## config.mk

```make
export PLATFORM = sky130hd
export DESIGN_NAME = rc4_phase_scheduler_flat
export DESIGN_NICKNAME = d
export VERILOG_FILES = /design/src/rtl/rc4_phase_scheduler_if.sv /design/src/rtl/rc4_phase_scheduler.sv /design/src/flat_wrapper.sv
export SDC_FILE = /design/constraint.sdc
export NUM_CORES = 1
export LEC_CHECK = 0
export ABC_AREA = 1
export BUFFER_PORTS_ARGS = -buffer_cell sky130_fd_sc_hd__buf_2
export CORE_UTILIZATION = 38
export DETAILED_ROUTE_END_ITERATION = 8
export PLACE_DENSITY_LB_ADDON = 0.3
export SYNTH_ARGS = -nofsm -noshare
export SYNTH_HDL_FRONTEND = slang
export SYNTH_SLANG_ARGS = --single-unit
```

## constraint.sdc

```tcl
create_clock -name clk -period 1.85 [get_ports clk]
set_clock_uncertainty 0.2 [all_clocks]
set_input_delay 0 -clock clk [delete_from_list [all_inputs] [get_ports clk]]
set_output_delay 0 -clock clk [all_outputs]
set_load 0.01 [all_outputs]
```

## src/rtl/rc4_phase_scheduler_if.sv

```systemverilog
//------------------------------------------------------------------------------
// Module : rc4_phase_scheduler_if
// Brief  : Engine handshake, engine memory ports and S-memory bus of the RC4 phase scheduler.
// Rev    : 1.0
//------------------------------------------------------------------------------
`default_nettype none

interface rc4_phase_scheduler_if #(
   parameter int KEY_W = 24
);
   logic             go;
   logic [KEY_W-1:0] key;
   logic             init_start, ksa_start, dec_start;
   logic             init_done, ksa_done, dec_done;
   logic             dec_ok;
   logic [7:0]       init_addr, init_data;
   logic [7:0]       ksa_addr, ksa_data;
   logic [7:0]       dec_addr, dec_data;
   logic             init_wren, ksa_wren, dec_wren;
   logic [7:0]       mem_addr, mem_data;
   logic             mem_wren;
   logic             busy, found, fail;

   modport master (
      input  go, init_done, ksa_done, dec_done, dec_ok,
             init_addr, init_data, init_wren,
             ksa_addr, ksa_data, ksa_wren,
             dec_addr, dec_data, dec_wren,
      output key, init_start, ksa_start, dec_start,
             mem_addr, mem_data, mem_wren, busy, found, fail
   );

   modport slave (
      output go, init_done, ksa_done, dec_done, dec_ok,
             init_addr, init_data, init_wren,
             ksa_addr, ksa_data, ksa_wren,
             dec_addr, dec_data, dec_wren,
      input  key, init_start, ksa_start, dec_start,
             mem_addr, mem_data, mem_wren, busy, found, fail
   );
endinterface

`default_nettype wire

```

## src/rtl/rc4_phase_scheduler.sv

```systemverilog
//------------------------------------------------------------------------------
// Module : rc4_phase_scheduler
// Brief  : Sequences init/KSA/decrypt engines over one S memory and steps the key.
// Rev    : 1.0
//------------------------------------------------------------------------------
`default_nettype none

module rc4_phase_scheduler #(
   parameter int               KEY_W     = 24,
   parameter logic [KEY_W-1:0] KEY_MAX   = 24'h3FFFFF,
   parameter logic [KEY_W-1:0] KEY_START = 24'h000000
) (
   input wire logic              clk,
   input wire logic              reset,
   rc4_phase_scheduler_if.master bus
);

   typedef enum logic [3:0] {
      S_IDLE      = 4'd0,
      S_INIT_GO   = 4'd1,
      S_INIT_WAIT = 4'd2,
      S_KSA_GO    = 4'd3,
      S_KSA_WAIT  = 4'd4,
      S_DEC_GO    = 4'd5,
      S_DEC_WAIT  = 4'd6,
      S_NEXT_KEY  = 4'd7,
      S_FOUND     = 4'd8,
      S_FAIL      = 4'd9
   } state_t;

   state_t           r_state;
   logic [KEY_W-1:0] r_key;
   logic             r_init_start, r_ksa_start, r_dec_start;
   logic             r_busy, r_found, r_fail;
   logic [7:0]       r_mem_addr, r_mem_data;
   logic             r_mem_wren;

   logic             w_owned;
   logic [7:0]       w_addr, w_data;
   logic             w_wren;

   // Done levels are only looked at in the matching WAIT state, so stale levels are harmless.
   always_ff @(posedge clk or posedge reset) begin
      if (reset) begin
         r_state      <= S_IDLE;
         r_key        <= KEY_START;
         r_init_start <= 1'b0;
         r_ksa_start  <= 1'b0;
         r_dec_start  <= 1'b0;
         r_busy       <= 1'b0;
         r_found      <= 1'b0;
         r_fail       <= 1'b0;
      end else begin
         r_init_start <= 1'b0;
         r_ksa_start  <= 1'b0;
         r_dec_start  <= 1'b0;
         case (r_state)
            S_IDLE, S_FOUND, S_FAIL: begin
               if (bus.go) begin
                  r_key        <= KEY_START;
                  r_found      <= 1'b0;
                  r_fail       <= 1'b0;
                  r_busy       <= 1'b1;
                  r_init_start <= 1'b1;
                  r_state      <= S_INIT_GO;
               end
            end
            S_INIT_GO:   r_state <= S_INIT_WAIT;
            S_INIT_WAIT: begin
               if (bus.init_done) begin
                  r_ksa_start <= 1'b1;
                  r_state     <= S_KSA_GO;
               end
            end
            S_KSA_GO:    r_state <= S_KSA_WAIT;
            S_KSA_WAIT: begin
               if (bus.ksa_done) begin
                  r_dec_start <= 1'b1;
                  r_state     <= S_DEC_GO;
               end
            end
            S_DEC_GO:    r_state <= S_DEC_WAIT;
            S_DEC_WAIT: begin
               if (bus.dec_done) begin
                  if (bus.dec_ok) begin
                     r_found <= 1'b1;
                     r_busy  <= 1'b0;
                     r_state <= S_FOUND;
                  end else if (r_key == KEY_MAX) begin
                     r_fail  <= 1'b1;
                     r_busy  <= 1'b0;
                     r_state <= S_FAIL;
                  end else begin
                     r_state <= S_NEXT_KEY;
                  end
               end
            end
            S_NEXT_KEY: begin
               r_key        <= r_key + KEY_W'(1);
               r_init_start <= 1'b1;
               r_state      <= S_INIT_GO;
            end
            default:     r_state <= S_IDLE;
         endcase
      end
   end

   always_comb begin
      w_owned = 1'b1;
      w_addr  = bus.init_addr;
      w_data  = bus.init_data;
      w_wren  = bus.init_wren;
      case (r_state)
         S_INIT_GO, S_INIT_WAIT: begin
            w_owned = 1'b1;
         end
         S_KSA_GO, S_KSA_WAIT: begin
            w_addr = bus.ksa_addr;
            w_data = bus.ksa_data;
            w_wren = bus.ksa_wren;
         end
         S_DEC_GO, S_DEC_WAIT: begin
            w_addr = bus.dec_addr;
            w_data = bus.dec_data;
            w_wren = bus.dec_wren;
         end
         default: w_owned = 1'b0;
      endcase
   end

   // Unowned states keep addr/data and only squash the write enable.
   always_ff @(posedge clk or posedge reset) begin
      if (reset) begin
         r_mem_addr <= 8'd0;
         r_mem_data <= 8'd0;
         r_mem_wren <= 1'b0;
      end else if (w_owned) begin
         r_mem_addr <= w_addr;
         r_mem_data <= w_data;
         r_mem_wren <= w_wren;
      end else begin
         r_mem_wren <= 1'b0;
      end
   end

   assign bus.key        = r_key;
   assign bus.init_start = r_init_start;
   assign bus.ksa_start  = r_ksa_start;
   assign bus.dec_start  = r_dec_start;
   assign bus.busy       = r_busy;
   assign bus.found      = r_found;
   assign bus.fail       = r_fail;
   assign bus.mem_addr   = r_mem_addr;
   assign bus.mem_data   = r_mem_data;
   assign bus.mem_wren   = r_mem_wren;

endmodule

`default_nettype wire

```

## src/flat_wrapper.sv

```systemverilog
// flat-port wrapper written by rule: the top's interface ports become plain ports
module rc4_phase_scheduler_flat 
#(
   parameter int               KEY_W     = 24,
   parameter logic [KEY_W-1:0] KEY_MAX   = 24'h3FFFFF,
   parameter logic [KEY_W-1:0] KEY_START = 24'h000000
)
  (clk, reset, bus_go, bus_init_done, bus_ksa_done, bus_dec_done, bus_dec_ok, bus_init_addr, bus_init_data, bus_init_wren, bus_ksa_addr, bus_ksa_data, bus_ksa_wren, bus_dec_addr, bus_dec_data, bus_dec_wren, bus_key, bus_init_start, bus_ksa_start, bus_dec_start, bus_mem_addr, bus_mem_data, bus_mem_wren, bus_busy, bus_found, bus_fail);
  rc4_phase_scheduler_if #(.KEY_W(KEY_W)) bus_i ();
  input wire logic clk;
  input wire logic reset;
  input wire logic [$bits(bus_i.go)-1:0] bus_go;
  input wire logic [$bits(bus_i.init_done)-1:0] bus_init_done;
  input wire logic [$bits(bus_i.ksa_done)-1:0] bus_ksa_done;
  input wire logic [$bits(bus_i.dec_done)-1:0] bus_dec_done;
  input wire logic [$bits(bus_i.dec_ok)-1:0] bus_dec_ok;
  input wire logic [$bits(bus_i.init_addr)-1:0] bus_init_addr;
  input wire logic [$bits(bus_i.init_data)-1:0] bus_init_data;
  input wire logic [$bits(bus_i.init_wren)-1:0] bus_init_wren;
  input wire logic [$bits(bus_i.ksa_addr)-1:0] bus_ksa_addr;
  input wire logic [$bits(bus_i.ksa_data)-1:0] bus_ksa_data;
  input wire logic [$bits(bus_i.ksa_wren)-1:0] bus_ksa_wren;
  input wire logic [$bits(bus_i.dec_addr)-1:0] bus_dec_addr;
  input wire logic [$bits(bus_i.dec_data)-1:0] bus_dec_data;
  input wire logic [$bits(bus_i.dec_wren)-1:0] bus_dec_wren;
  output wire logic [$bits(bus_i.key)-1:0] bus_key;
  output wire logic [$bits(bus_i.init_start)-1:0] bus_init_start;
  output wire logic [$bits(bus_i.ksa_start)-1:0] bus_ksa_start;
  output wire logic [$bits(bus_i.dec_start)-1:0] bus_dec_start;
  output wire logic [$bits(bus_i.mem_addr)-1:0] bus_mem_addr;
  output wire logic [$bits(bus_i.mem_data)-1:0] bus_mem_data;
  output wire logic [$bits(bus_i.mem_wren)-1:0] bus_mem_wren;
  output wire logic [$bits(bus_i.busy)-1:0] bus_busy;
  output wire logic [$bits(bus_i.found)-1:0] bus_found;
  output wire logic [$bits(bus_i.fail)-1:0] bus_fail;
  assign bus_i.go = bus_go;
  assign bus_i.init_done = bus_init_done;
  assign bus_i.ksa_done = bus_ksa_done;
  assign bus_i.dec_done = bus_dec_done;
  assign bus_i.dec_ok = bus_dec_ok;
  assign bus_i.init_addr = bus_init_addr;
  assign bus_i.init_data = bus_init_data;
  assign bus_i.init_wren = bus_init_wren;
  assign bus_i.ksa_addr = bus_ksa_addr;
  assign bus_i.ksa_data = bus_ksa_data;
  assign bus_i.ksa_wren = bus_ksa_wren;
  assign bus_i.dec_addr = bus_dec_addr;
  assign bus_i.dec_data = bus_dec_data;
  assign bus_i.dec_wren = bus_dec_wren;
  assign bus_key = bus_i.key;
  assign bus_init_start = bus_i.init_start;
  assign bus_ksa_start = bus_i.ksa_start;
  assign bus_dec_start = bus_i.dec_start;
  assign bus_mem_addr = bus_i.mem_addr;
  assign bus_mem_data = bus_i.mem_data;
  assign bus_mem_wren = bus_i.mem_wren;
  assign bus_busy = bus_i.busy;
  assign bus_found = bus_i.found;
  assign bus_fail = bus_i.fail;
  rc4_phase_scheduler #(.KEY_W(KEY_W), .KEY_MAX(KEY_MAX), .KEY_START(KEY_START)) u_core (.clk(clk), .reset(reset), .bus(bus_i));
endmodule
```

==> results of run 1 <==
[through the flow]
stage                     cells   TNS, ns  total power, W  hold slack [ns]
after global placement      707         0         0.00428           -0.161
final                       774         0         0.00538           0.0339
after CTS                   771         0         0.00529           0.0318
after detailed placement    707         0         0.00435           -0.156
after floorplan             487         0         0.00358          -0.0938
after global routing        774  -0.00825         0.00581           0.0818
[what timing repair did]
| action | 4_1_cts | 5_1_grt |
|---|---|---|
| hold buffers | 56 | 0 |
| endpoints found under the hold margin | 77 | 0 |
| setup endpoints to repair | 0 | 41 |
| buffers inserted | 0 | 3 |
| gates resized for setup | 0 | 20 |
[state kept, by name (all words and copies together) (netlist names)]
name                   cells
u_core.bus.key            24
u_core.bus.mem_addr        8
u_core.bus.mem_data        8
u_core.r_state             4
u_core.bus.busy            1
u_core.bus.dec_start       1
u_core.bus.fail            1
u_core.bus.found           1
u_core.bus.init_start      1
u_core.bus.ksa_start       1
u_core.bus.mem_wren        1
[critical path: stages (launching register included)]
cell	delay, ns
sky130_fd_sc_hd__dfrtp_1	0.42
sky130_fd_sc_hd__inv_1	0.13
sky130_fd_sc_hd__nand2_2	0.12
sky130_fd_sc_hd__nor2_4	0.23
sky130_fd_sc_hd__buf_6	0.20
sky130_fd_sc_hd__o21ai_0	0.12
sky130_fd_sc_hd__nand2_1	0.10
sky130_fd_sc_hd__inv_1	0.04
sky130_fd_sc_hd__nand2_1	0.06
sky130_fd_sc_hd__nand2_1	0.05
sky130_fd_sc_hd__inv_1	0.04
[area by class of cell]
type	count	area (µm²)	share of cell area (%)
repair buffers	181	1250	26.6
clock inverters	2	35.0	0.743
inverters	77	309	6.56
well taps	105	131	2.79
flip-flops and latches	51	1280	27.2
clock buffers	6	82.6	1.75
multi-input cells	352	1620	34.3
[cells by family after synthesis]
kind of cell	count (synthesis)	synth area share [%]
compound gates	67	10.6
mux	1	0.312
buf+inv	84	10.7
flops	51	39.7
xor+xnor	2	0.545
simple gates	281	37.8
fa+ha+maj	1	0.389
[routing by layer]
layer | GRT usage [%] | wire [µm] | vias to the layer above
met5 | 0 | 0 | -
met4 | 8.72 | 193 | 0
met3 | 3.88 | 797 | 19
met2 | 41.7 | 5010 | 168
met1 | 28.4 | 4330 | 1713
li1 | - | - | 1868
[synth_stat cells]
library cell	count	area [µm²]
sky130_fd_sc_hd__nand2_1	173	649
sky130_fd_sc_hd__inv_1	70	263
sky130_fd_sc_hd__nor2_1	57	214
sky130_fd_sc_hd__o21ai_0	52	260
sky130_fd_sc_hd__dfrtp_1	51	1280
sky130_fd_sc_hd__nand3_1	26	130
sky130_fd_sc_hd__a21oi_1	8	40.0
sky130_fd_sc_hd__nand2_2	7	43.8
sky130_fd_sc_hd__buf_2	5	25.0
sky130_fd_sc_hd__inv_2	5	18.8
sky130_fd_sc_hd__nand4_1	5	31.3
sky130_fd_sc_hd__o21ai_1	5	25.0
sky130_fd_sc_hd__nor3_1	3	15.0
sky130_fd_sc_hd__nand2_8	2	40.0
sky130_fd_sc_hd__nor2_4	2	22.5
sky130_fd_sc_hd__nor2_8	2	40.0
sky130_fd_sc_hd__xnor2_1	2	17.5
sky130_fd_sc_hd__a22oi_1	1	7.51
sky130_fd_sc_hd__and3_1	1	6.26
sky130_fd_sc_hd__buf_6	1	11.3
sky130_fd_sc_hd__clkbuf_2	1	5.00
sky130_fd_sc_hd__ha_1	1	12.5
sky130_fd_sc_hd__inv_6	1	8.76
sky130_fd_sc_hd__inv_8	1	11.3
sky130_fd_sc_hd__mux2i_1	1	10.0
sky130_fd_sc_hd__nand3b_1	1	7.51
sky130_fd_sc_hd__nor2_2	1	6.26
sky130_fd_sc_hd__nor3b_1	1	7.51
sky130_fd_sc_hd__o211ai_1	1	7.51
[placed cells by master, fill, tap and decap left out, types with 2 or more instances in the layout]
cell                            netlist  layout
sky130_fd_sc_hd__dfrtp_2              0       5
sky130_fd_sc_hd__dlygate4sd3_1        0      56
sky130_fd_sc_hd__dfrtp_1             51      46
sky130_fd_sc_hd__nand2_8              2       2
sky130_fd_sc_hd__nor2_2               1       7
sky130_fd_sc_hd__o21ai_1              5       5
sky130_fd_sc_hd__nand2_2              7       8
sky130_fd_sc_hd__nand2_1            173     172
sky130_fd_sc_hd__clkbuf_8             0       6
sky130_fd_sc_hd__nor2_4               2       2
sky130_fd_sc_hd__inv_2                5       6
sky130_fd_sc_hd__nor2_8               2       2
sky130_fd_sc_hd__nand4_1              5       5
sky130_fd_sc_hd__buf_4                0      19
sky130_fd_sc_hd__buf_2                5     104
sky130_fd_sc_hd__o21ai_0             52      52
sky130_fd_sc_hd__nor2_1              57      51
sky130_fd_sc_hd__inv_8                1       2
sky130_fd_sc_hd__xnor2_1              2       2
sky130_fd_sc_hd__inv_1               70      68
sky130_fd_sc_hd__nand3_1             26      26
sky130_fd_sc_hd__a21oi_1              8       8
sky130_fd_sc_hd__nor3_1               3       2
[worst paths after layout]
path | depth (start not counted) | slack [ns] | endpoint | start
worst max-delay path | 10 | 0.09 | u_core.bus.mem_addr[7] | u_core.r_state[3]
max in group asynchronous | 4 | 0.86 | u_core.bus.key[3] | reset
min in group asynchronous | 3 | 0.04 | u_core.bus.mem_data[6] | reset
worst min register to register | 2 | 0.29 | u_core.bus.mem_addr[6] | u_core.bus.mem_addr[6]
worst min-delay path | 6 | 0.03 | u_core.bus.found | bus_dec_done
worst max register to register | 10 | 0.09 | u_core.bus.mem_addr[7] | u_core.r_state[3]
[power groups by stage]
| stage | registers (W) | clock network (W) | logic [W] |
|---|---|---|---|
| final | 0.00162 | 0.000824 | 0.00294 |
| after global routing | 0.00165 | 0.000900 | 0.00327 |
| after CTS | 0.00160 | 0.000851 | 0.00284 |
| after detailed placement | 0.00163 | 0 | 0.00273 |
| after global placement | 0.00161 | 0 | 0.00267 |
| after floorplan | 0.00173 | 0 | 0.00184 |
==> results.rst, run 1 <==
.. list-table::
   :header-rows: 1

   * - Metric
     - Value
   * - Status
     - finished, final reports clean
   * - Final core utilization
     - 57.4%
   * - Insertion delay to the later sink of the worst-skew pair
     - 0.31 ns
   * - Post-route DRC violation count
     - 0
   * - Number of warning messages in the yosys log
     - 0
   * - WL/cell
     - 13.3 µm
   * - Power per cell area
     - 1140 nW/µm²
   * - Post-synthesis sequential element count
     - 51
   * - Number of vias in the routed layout
     - 3768
   * - Power share of the sequential group
     - 30.0%
   * - Layout Area Growth over Synthesis
     - 46.7%
   * - Vias per Instance
     - 4.87
   * - Comb pwr share
     - 54.6%
   * - Number of buffers on the longest clock path
     - 2
   * - Highest attainable clock frequency
     - 570 MHz
   * - Critical Path AT
     - 1.82 ns
   * - Count of unique library cells instantiated by Yosys
     - 29
   * - Design internal power
     - 0.00292 W
   * - Die area
     - 8830 µm²
   * - Clk Tree Root Cell
     - sky130_fd_sc_hd__clkbuf_8
   * - Standby leakage power
     - 2.49 nW
   * - Peak supply drop
     - 483 µV
   * - Nets
     - 727
   * - Share of cells above drive strength 1
     - 25.4%
   * - Startpoint-to-endpoint class of the critical path
     - register to register
   * - TritonRoute pass-1 iters
     - 4
   * - Final setup violation count
     - 0
   * - Synthesized netlist net count
     - 546
   * - Relative contribution of the clock network to total power
     - 15.3%
   * - Count of antenna-violating nets left after detailed routing
     - 0
   * - Aggregate global routing overflow
     - 0
   * - Floorplan row count
     - 33
   * - Worst min path class
     - input port to register
   * - Minimum clock period after layout
     - 1.76 ns
   * - Final design instance area without fill
     - 4710 µm²
   * - Netlist area before placement
     - 3210 µm²
   * - Post-route fraction of the period consumed by the critical path
     - 94.9%
   * - Number of maximum-capacitance violations
     - 0
   * - CTS H-tree lvls
     - 2
   * - Vias in the first global route
     - 3566
   * - Worst setup SP type
     - register
   * - First-pass GRT wire length
     - 16200 µm
   * - CTS sink cnt
     - 51
   * - Vertical die dimension
     - 94.0 µm
   * - Max-slew violation count
     - 0
   * - Critical path required time
     - 1.91 ns
   * - Antenna violations before repair
     - 0
   * - Crit path capture type
     - register
   * - Slew HR
     - 69.1%
   * - Port buffer count
     - 104
   * - Switching power total
     - 0.00246 W
   * - Tot GR Track Use
     - 23.5%
   * - IO Count
     - 105
   * - Switching Share
     - 45.7%
   * - Setup slack after placement
     - 0.0704 ns
   * - Maximum number of pins on one net before global-route repair
     - 33
   * - Number of violations reported at the end of detailed-routing iteration 0
     - 189
   * - Number of buffers inserted during clock tree synthesis
     - 5
   * - Sequential area share after synthesis
     - 39.7%
   * - Core Area
     - 8220 µm²
   * - TritonCTS clock tree
     - yes
   * - Post-synthesis instance total
     - 487
   * - Maximum fanout along the worst path
     - 15
   * - Die outline width
     - 94.0 µm
   * - Final worst slack
     - 0.0950 ns
   * - # fillers
     - 752
   * - Sum of net half-perimeters after detailed placement
     - 6860 µm
   * - Post-Synthesis Mean Instance Area
     - 6.60 µm²
   * - Transition at the pin with the smallest max-transition slack
     - 0.463 ns
   * - Clock-pin slew on the worst setup and hold paths
     - 0.10 ns
   * - Final antenna diode count
     - 0
   * - Routed WL
     - 10300 µm
   * - Effective utilization at floorplan
     - 39.1%
   * - Final number of hold-violating endpoints
     - 0
   * - Routability congestion estimate from global placement
     - 0.893
   * - Post-DP Area
     - 3970 µm²
No activity file was read; power rests on OpenSTA's default activity.
==> run 2, diff against run 1 <==
--- a/config.mk
+++ b/config.mk
@@ -10,6 +10,7 @@
 export CORE_UTILIZATION = 38
 export DETAILED_ROUTE_END_ITERATION = 8
 export PLACE_DENSITY_LB_ADDON = 0.3
+export SKIP_LAST_GASP = 1
 export SYNTH_ARGS = -nofsm -noshare
 export SYNTH_HDL_FRONTEND = slang
 export SYNTH_SLANG_ARGS = --single-unit
==> constraint.sdc (replaced) <==
create_clock -name clk -period 2.3 [get_ports clk]
set_clock_uncertainty 0.2 [all_clocks]
set_input_delay 0 -clock clk [delete_from_list [all_inputs] [get_ports clk]]
set_output_delay 0 -clock clk [all_outputs]
set_load 0.01 [all_outputs]
==> run 2 against run 1 <==
- non-clock buffer count down 21
- via count decreased by 4.9%
- fmax is 21% lower
- core utilization fell by 2.8 points
- first-iteration DRC count down 3.2%
- global-route usage shrank 1.2 points
- critical path depth is 1 higher
- wire length fell by 8.5%
- total power decreased by 18%
- setup slack lost 0.016 ns
- largest power group unchanged
- highest routed layer unchanged
==> results.rst, run 2 (synthesis results as in run 1) <==
.. list-table::
   :header-rows: 1

   * - Metric
     - Value
   * - Final worst slack
     - 0.0789 ns (-0.0161 ns)
   * - Vias per Instance
     - 4.76 (-2.3%)
   * - Leading cell types in the layout, fill and taps excluded
     - sky130_fd_sc_hd__nand2_1, sky130_fd_sc_hd__buf_2, sky130_fd_sc_hd__inv_1
   * - Vertical die dimension
     - 94.0 µm (unchanged)
   * - CTS sink cnt
     - 51 (unchanged)
   * - Final setup violation count
     - 0 (unchanged)
   * - Clk Tree Root Cell
     - sky130_fd_sc_hd__clkbuf_8
   * - Final core utilization
     - 54.6% (-2.8 points)
   * - Post-DP Area
     - 3870 µm² (-2.6%)
   * - Sum of net half-perimeters after detailed placement
     - 6460 µm (-5.8%)
   * - WL/cell
     - 12.5 µm (-6.0%)
   * - Number of vias in the routed layout
     - 3582 (-4.9%)
   * - Worst min path class
     - input port to register
   * - Share of cells above drive strength 1
     - 22.4% (-3.0 points)
   * - Highest attainable clock frequency
     - 450 MHz (-21%)
   * - Effective utilization at floorplan
     - 39.1% (unchanged)
   * - Transition at the pin with the smallest max-transition slack
     - 0.660 ns (+0.197 ns)
   * - Die area
     - 8830 µm² (unchanged)
   * - Startpoint-to-endpoint class of the critical path
     - register to register
   * - Post-route DRC violation count
     - 0 (unchanged)
   * - Flip-flop count of the largest register after layout
     - 24 (unchanged)
   * - CTS H-tree lvls
     - 2 (unchanged)
   * - Final number of hold-violating endpoints
     - 0 (unchanged)
   * - Peak supply drop
     - 356 µV (-26%)
   * - Count of antenna-violating nets left after detailed routing
     - 0 (unchanged)
   * - First-pass GRT wire length
     - 15500 µm (-4.4%)
   * - IO Count
     - 105 (unchanged)
   * - Number of buffers inserted during clock tree synthesis
     - 5 (unchanged)
   * - Maximum number of pins on one net before global-route repair
     - 52 (+58%)
   * - Aggregate global routing overflow
     - 0 (unchanged)
   * - TritonCTS clock tree
     - yes
   * - Critical Path AT
     - 2.28 ns (+0.46 ns)
   * - Post-route fraction of the period consumed by the critical path
     - 96.6% (+1.7 points)
   * - Status
     - finished, final reports clean
   * - Layout Area Growth over Synthesis
     - 39.6%
   * - Most common cell after layout, fill and taps aside
     - sky130_fd_sc_hd__nand2_1
   * - Routability congestion estimate from global placement
     - 0.883 (-1.2%)
   * - Nets
     - 706 (-2.9%)
   * - Accumulated negative setup slack
     - 0 ns (unchanged)
   * - Number of violations reported at the end of detailed-routing iteration 0
     - 183 (-3.2%)
   * - Routed WL
     - 9440 µm (-8.5%)
   * - Port buffer count
     - 104 (unchanged)
   * - Minimum clock period after layout
     - 2.22 ns (+0.466 ns)
   * - Hold Worst Slack
     - 0.0387 ns (+0.00481 ns)
   * - Power per cell area
     - 980 nW/µm² (-14%)
   * - Final design instance area without fill
     - 4480 µm² (-4.9%)
   * - Core Area
     - 8220 µm² (unchanged)
   * - Tot GR Track Use
     - 22.3% (-1.2 points)
   * - Crit path capture type
     - register
   * - Max-slew violation count
     - 0 (unchanged)
   * - Vias in the first global route
     - 3504 (-1.7%)
   * - Setup slack after placement
     - 0.369 ns (+0.298 ns)
   * - Final antenna diode count
     - 0 (unchanged)
   * - Die outline width
     - 94.0 µm (unchanged)
   * - Number of maximum-capacitance violations
     - 0 (unchanged)
   * - TritonRoute pass-1 iters
     - 4 (unchanged)
   * - Floorplan row count
     - 33 (unchanged)
   * - Slew HR
     - 56.0% (-13 points)
   * - Setup repair after global routing missed its margin
     - true
   * - Insertion delay to the later sink of the worst-skew pair
     - 0.31 ns (about the same)
   * - Worst setup SP type
     - register
   * - Number of buffers on the longest clock path
     - 2 (unchanged)
   * - Antenna violations before repair
     - 0 (unchanged)
   * - Clock-pin slew on the worst setup and hold paths
     - 0.10 ns (about the same)
   * - Standby leakage power
     - 2.38 nW (-4.4%)
   * - Maximum fanout along the worst path
     - 17 (+2)
   * - Critical path required time
     - 2.36 ns (+0.45 ns)
==> run 2: where the power goes <==
group          total (W)  leakage (nW)  switching (W)  internal (W)
combinational    0.00257          1.68        0.00150       0.00107
clock           0.000535        0.0408       0.000317      0.000218
sequential       0.00129         0.664       0.000140       0.00115
==> run 2: critical path, stage by stage (launching register included) <==
cell and delay [ns]:
sky130_fd_sc_hd__dfrtp_1 0.41, sky130_fd_sc_hd__inv_1 0.15, sky130_fd_sc_hd__nand2_4 0.10, sky130_fd_sc_hd__nor2_4 0.20, sky130_fd_sc_hd__buf_6 0.19, sky130_fd_sc_hd__o21ai_0 0.10
sky130_fd_sc_hd__nand2_1 0.06, sky130_fd_sc_hd__inv_1 0.03, sky130_fd_sc_hd__nand2_1 0.05, sky130_fd_sc_hd__dlygate4sd3_1 0.57, sky130_fd_sc_hd__nand2_1 0.07, sky130_fd_sc_hd__inv_1 0.05
==> run 2: timing repair <==
item | 4_1_cts | 5_1_grt
hold buffers | 48 | 0
endpoints found under the setup margin | 0 | 16
resized for setup | 0 | 10
buffers inserted | 0 | 2
hold endpoints to repair | 76 | 0
==> run 2: per-stage QoR <==
step / instances / total power (W)
detailed placement: 695 / 0.00344
finish: 753 / 0.00440
floorplan: 487 / 0.00288
global placement: 695 / 0.00342
global route: 753 / 0.00483
CTS: 751 / 0.00435
==> run 2: final cells by class <==
cell class,instances,area [µm²]
clock buffers,5,68.8
multi-input cells,352,1600
well taps,105,131
inverters,77,304
clock inverters,3,23.8
repair buffers,160,1080
fillers,820,3730
flip-flops and latches,51,1280
==> run 2: routing by layer <==
metal | vias up | global-route usage (%) | share of wire [%]
met5 | - | 0 | 0
met4 | 0 | 7.05 | 1.1
met3 | 8 | 4.05 | 6.5
met2 | 116 | 40.4 | 50
met1 | 1635 | 26.5 | 43
li1 | 1823 | - | -
==> run 2: path summary, 6_finish.rpt <==
check | startpoint | endpoint | slack (ns) | cells past startpoint
min in group asynchronous | reset | u_core.bus.init_start | 0.20 | 4
setup / recovery | u_core.r_state[3] | u_core.bus.mem_data[1] | 0.08 | 11
setup reg to reg | u_core.r_state[3] | u_core.bus.mem_data[1] | 0.08 | 11
hold / removal | bus_dec_done | u_core.bus.busy | 0.04 | 7
max in group asynchronous | reset | u_core.r_state[2] | 1.20 | 4
hold reg to reg | u_core.bus.mem_addr[5] | u_core.bus.mem_addr[5] | 0.29 | 2
